--- config.mk ---
export PLATFORM = sky130hd
export DESIGN_NAME = dw_multifunc_req_ctl
export DESIGN_NICKNAME = d
export VERILOG_FILES = /design/src/rtl/dw_multifunc_req_ctl.sv
export SDC_FILE = /design/constraint.sdc
export NUM_CORES = 1
export LEC_CHECK = 0
export ABC_AREA = 1
export CAP_MARGIN = 25
export CORE_MARGIN = 10
export CORE_UTILIZATION = 47
export CTS_BUF_LIST = sky130_fd_sc_hd__clkbuf_4
export CTS_CLUSTER_DIAMETER = 80
export DETAILED_ROUTE_END_ITERATION = 10
export PLACE_DENSITY = 0.88
export REMOVE_ABC_BUFFERS = 1
export SKIP_CTS_REPAIR_TIMING = 1
export SLEW_MARGIN = 20
export SYNTH_ARGS = -nofsm -noshare
export SYNTH_HDL_FRONTEND = slang
export SYNTH_SLANG_ARGS = --single-unit
--- constraint.sdc ---
create_clock -name clk -period 2 [get_ports clk]
set_input_delay 0.3 -clock clk [delete_from_list [all_inputs] [get_ports clk]]
set_output_delay 0.3 -clock clk [all_outputs]
set_load 0.01 [all_outputs]
--- src/rtl/dw_multifunc_req_ctl.sv ---
// dw_multifunc_req_ctl: initiator-side sequencer for a fixed-point
// multifunction evaluator. It takes one encoded request at a time, issues a
// one-hot func select and the operand, waits LATENCY cycles, captures the
// result and status, and returns them over a valid/ready response port.
// Illegal codes are answered immediately with rsp_err=1 and are not issued.
//
// Optional feature: define DW_MULTIFUNC_REQ_CTL_OPISO_EN to force fu_a to 0
// outside the wait state, so the evaluator operand is quiescent when idle.
module dw_multifunc_req_ctl #(
    parameter int         OP_WIDTH    = 24,
    parameter logic [6:0] FUNC_SELECT = 7'h7F,
    parameter int         LATENCY     = 2
) (
    input  logic                clk,
    input  logic                rst,
    input  logic                req_valid,
    output logic                req_ready,
    input  logic [OP_WIDTH:0]   req_a,
    input  logic [2:0]          req_code,
    output logic [OP_WIDTH:0]   fu_a,
    output logic [15:0]         fu_func,
    input  logic [OP_WIDTH+1:0] fu_z,
    input  logic                fu_status,
    output logic                rsp_valid,
    input  logic                rsp_ready,
    output logic [OP_WIDTH+1:0] rsp_z,
    output logic                rsp_status,
    output logic                rsp_err
);

    typedef enum logic [1:0] {
        ST_IDLE = 2'd0,
        ST_WAIT = 2'd1,
        ST_RESP = 2'd2
    } state_t;

    typedef struct packed {
        logic [OP_WIDTH+1:0] z;
        logic                status;
        logic                err;
    } rsp_t;

    // Code 7 is reserved, so the legality mask carries a permanent 0 on top.
    localparam logic [7:0] LEGAL_MASK = {1'b0, FUNC_SELECT};
    localparam logic [3:0] LAT_CNT    = 4'(LATENCY);

    state_t              state, state_nxt;
    logic [OP_WIDTH:0]   a_q, a_nxt;
    logic [15:0]         func_q, func_nxt;
    logic [3:0]          cnt_q, cnt_nxt;
    rsp_t                rsp_q, rsp_nxt;
    logic                vld_q, vld_nxt;
    logic                code_legal;
    logic                req_hs;
    logic                rsp_hs;

    assign code_legal = LEGAL_MASK[req_code];
    assign req_ready  = (state == ST_IDLE);
    assign req_hs     = req_valid & req_ready;
    assign rsp_hs     = vld_q & rsp_ready;

    // State and datapath registers; reset drops any in-flight request.
    always_ff @(posedge clk) begin
        if (rst) begin
            state  <= ST_IDLE;
            a_q    <= '0;
            func_q <= '0;
            cnt_q  <= '0;
            rsp_q  <= '0;
            vld_q  <= 1'b0;
        end else begin
            state  <= state_nxt;
            a_q    <= a_nxt;
            func_q <= func_nxt;
            cnt_q  <= cnt_nxt;
            rsp_q  <= rsp_nxt;
            vld_q  <= vld_nxt;
        end
    end

    // Next-state and next register values; everything holds by default.
    always_comb begin
        state_nxt = state;
        a_nxt     = a_q;
        func_nxt  = func_q;
        cnt_nxt   = cnt_q;
        rsp_nxt   = rsp_q;
        vld_nxt   = vld_q;
        case (state)
            ST_IDLE: begin
                if (req_hs) begin
                    if (code_legal) begin
                        a_nxt     = req_a;
                        func_nxt  = 16'h0001 << req_code;
                        cnt_nxt   = LAT_CNT;
                        state_nxt = ST_WAIT;
                    end else begin
                        // Rejected without touching the evaluator.
                        rsp_nxt.z      = '0;
                        rsp_nxt.status = 1'b0;
                        rsp_nxt.err    = 1'b1;
                        vld_nxt        = 1'b1;
                        state_nxt      = ST_RESP;
                    end
                end
            end
            ST_WAIT: begin
                if (cnt_q != 4'd0) begin
                    cnt_nxt = cnt_q - 4'd1;
                end else begin
                    rsp_nxt.z      = fu_z;
                    rsp_nxt.status = fu_status;
                    rsp_nxt.err    = 1'b0;
                    vld_nxt        = 1'b1;
                    func_nxt       = '0;
                    state_nxt      = ST_RESP;
                end
            end
            ST_RESP: begin
                if (rsp_hs) begin
                    vld_nxt   = 1'b0;
                    state_nxt = ST_IDLE;
                end
            end
            default: begin
                state_nxt = ST_IDLE;
                func_nxt  = '0;
                vld_nxt   = 1'b0;
            end
        endcase
    end

`ifdef DW_MULTIFUNC_REQ_CTL_OPISO_EN
    assign fu_a = (state == ST_WAIT) ? a_q : '0;
`else
    assign fu_a = a_q;
`endif

    assign fu_func    = func_q;
    assign rsp_valid  = vld_q;
    assign rsp_z      = rsp_q.z;
    assign rsp_status = rsp_q.status;
    assign rsp_err    = rsp_q.err;

endmodule

==> reports/metrics.yaml, run 1 <==
status:
  status: "finished clean"
clock_network:
  numCtsBuffers: 9
  clkTransAtPathRegs_ns: 0.11
  clock-root-buffer: "clkbuf_4"
  htreeDepth: 3
  cts_tree: "done"
  insertion_delay_ns: 0.42
  cts_num_sinks: 68
  cts_buffer_depth: 2
detailed_routing:
  drcViolationCount: 0
  vias_per_cell: 4.62
  initialDrtViolationCount: 109
  ant_nets: 0
  first_pass_iters: 4
  num_vias: 2863
  wirelength_um: 8320
  wl_per_cell_um: 13.4
die:
  placement_rows: 28
  die_w_um: 99.0
  initial_core_util_pct: 49.0
  die_area_um2: 9800
  core_um2: 5990
  die_h_um: 99.0
  ios: 130
setup_path:
  crit_required_ns: 1.70
  crit_start: "state[1]"
  timing.rr.start: "state[0]"
  cp_cell_sequence: "nor2_4 > clkdlybuf4s50_1"
  critPathKind: "reg2out"
  cp-end-kind: "output port"
  slowest_delay_ns: 0.58
  cp-start-kind: "flip-flop"
  critPathSlowestCell: "clkdlybuf4s50_1"
  critPathArrivalTime_ns: 1.57
  critPathMaxFanout: 7
place:
  placed_area_um2: 4160
  gp_congestion: 0.823
  preCtsSetupSlack_ns: 0.194
  dp_hpwl_um: 6120
  port_buffers: 121
  dp_cells: 604
synthesis:
  ys_types: 18
  ys_warn_count: 0
  synth_cells: 425
  synth_edf_count: 0
  synth_common_cells: "inv_1, nand2_1, dfxtp_1, a21oi_1, nor2_1"
  async_flop_share_pct: 0
  ys_ff_latch: 68
  synth_flop_cell: "dfxtp_1"
  synth_top_area_share_pct: 46.4
  synth_area_um2: 2930
  yosysTopAreaCell: "dfxtp_1"
  ys_seq_area_share_pct: 46.4
  synth_most_common_cell: "inv_1"
  ys_top_cells_by_area: "dfxtp_1, inv_1, nand2_1"
  syn_avg_cell_area_um2: 6.90
layout:
  num-nets-final: 601
  areaGrowthSynthToFinish_pct: 46.8
  diodes: 0
  finalNonFillerCells: 620
  fin_area_um2: 4300
  drive_above_1_share_pct: 4.59
sta:
  drv_slew: 0
  hold_violations: 0
  rsz0062_at_grt: "no"
  finClkSkew_ns: 0.0157
  finalCritPeriodShare_pct: 93.6
  period_needed_ns: 1.87
  holdWs_ns: 0.451
  fin_ws_ns: 0.127
  fmax_ghz: 0.534
  tns_ns: 0
  finalSetupViolCount: 0
grt:
  grt.total_usage_pct: 16.9
  grt_max_degree: 59
  grt_overflow_total: 0
  antenna_found_initial: 0
  grt_pass1_vias: 2778
  grt_first_pass_wirelength_um: 13600
worst_hold_path:
  holdCritStartpoint: "fu_a[17]"
  hold_path.class: "reg2reg"
pwr:
  power_density_nw_per_um2: 916
  max-vdd-ir-drop_v: 0.000734
  leakage_uw: 0.00192
flow_run:
  maxCapViolCount: 0
cells by family (layout without fill, tap and decap cells):
group                    after synthesis  count (layout)  share of synthesized area (%)
AO/OA/AOI/OAI                         94              94                           16.0
flip-flops                            68              68                           46.4
adder cells (fa/ha/maj)                2               2                          0.853
other                                  1               8                          0.128
buffers and inverters                119             232                           17.5
AND/OR/NAND/NOR                      141             141                           19.1
layout by cell type, fill, tap and decap left out, types with 3 or more instances in the layout:
| master | synthesis | final |
|---|---|---|
| o21ai_0 | 36 | 36 |
| o21ai_1 | 4 | 4 |
| clkdlybuf4s50_1 | 0 | 121 |
| nand2_1 | 78 | 78 |
| clkinv_2 | 0 | 3 |
| a21oi_1 | 54 | 54 |
| conb_1 | 1 | 8 |
| nor2_1 | 51 | 51 |
| dfxtp_1 | 68 | 68 |
| nand3_1 | 6 | 6 |
| buf_12 | 0 | 3 |
| inv_1 | 90 | 90 |
| clkbuf_4 | 0 | 11 |
through the flow:
step	util (%)	total power (uW)
after floorplan	-	2380
after CTS	71.8	3990
after global routing	71.8	4230
after detailed placement	69.5	3090
final	71.8	3940
after global placement	69.5	3040
power by group:
| part | internal (uW) | switching [uW] |
|---|---|---|
| Clock | 403 | 483 |
| Sequential | 1570 | 113 |
| Combinational | 676 | 700 |
per-layer routing:
layer	up-vias	wire length, um	global-route usage, %
met5	-	0	0
met4	0	218	9.15
met3	17	544	4.61
met2	79	4300	29.2
met1	1266	3260	18.4
li1	1501	-	-
path summary, 6_finish.rpt:
check                                 end  depth (start not counted)  slack (ns)
worst max-delay path            req_ready                          2        0.13
worst min-delay path             fu_a[17]                          2        0.45
worst max register to register   rsp_z[4]                          8        0.39
worst min register to register   fu_a[17]                          2        0.45
state kept, by name, summed over array words and instances (netlist names):
register	flops
rsp_status	1
fu_func	8
rsp_z	26
rsp_valid	1
state	2
cnt_q	4
rsp_err	1
fu_a	25
critical path, delay by kind of cell (launching register included):
kind | cells | cell delay, ns
buf+inv | 1 | 0.58
flops | 1 | 0.40
simple gates | 1 | 0.19
layout make-up:
type	instances	area (um^2)
Fill cell	488	1690
Sequential cell	68	1360
Timing Repair Buffer	126	1290
Multi-Input combinational cell	245	1090
Inverter	90	338
Tap cell	75	93.8
Clock buffer	11	82.6
Clock inverter	5	52.6
Power figures use the tool's default switching activity.
==> run 2, diff against run 1 <==
--- a/config.mk
+++ b/config.mk
@@ -14,6 +14,7 @@
 export DETAILED_ROUTE_END_ITERATION = 10
 export PLACE_DENSITY = 0.88
 export REMOVE_ABC_BUFFERS = 1
+export SETUP_SLACK_MARGIN = 0.02
 export SKIP_CTS_REPAIR_TIMING = 1
 export SLEW_MARGIN = 20
 export SYNTH_ARGS = -nofsm -noshare
==> results of run 2 <==
Same layout as run 1: the final DEF is identical, and so are final timing and power.
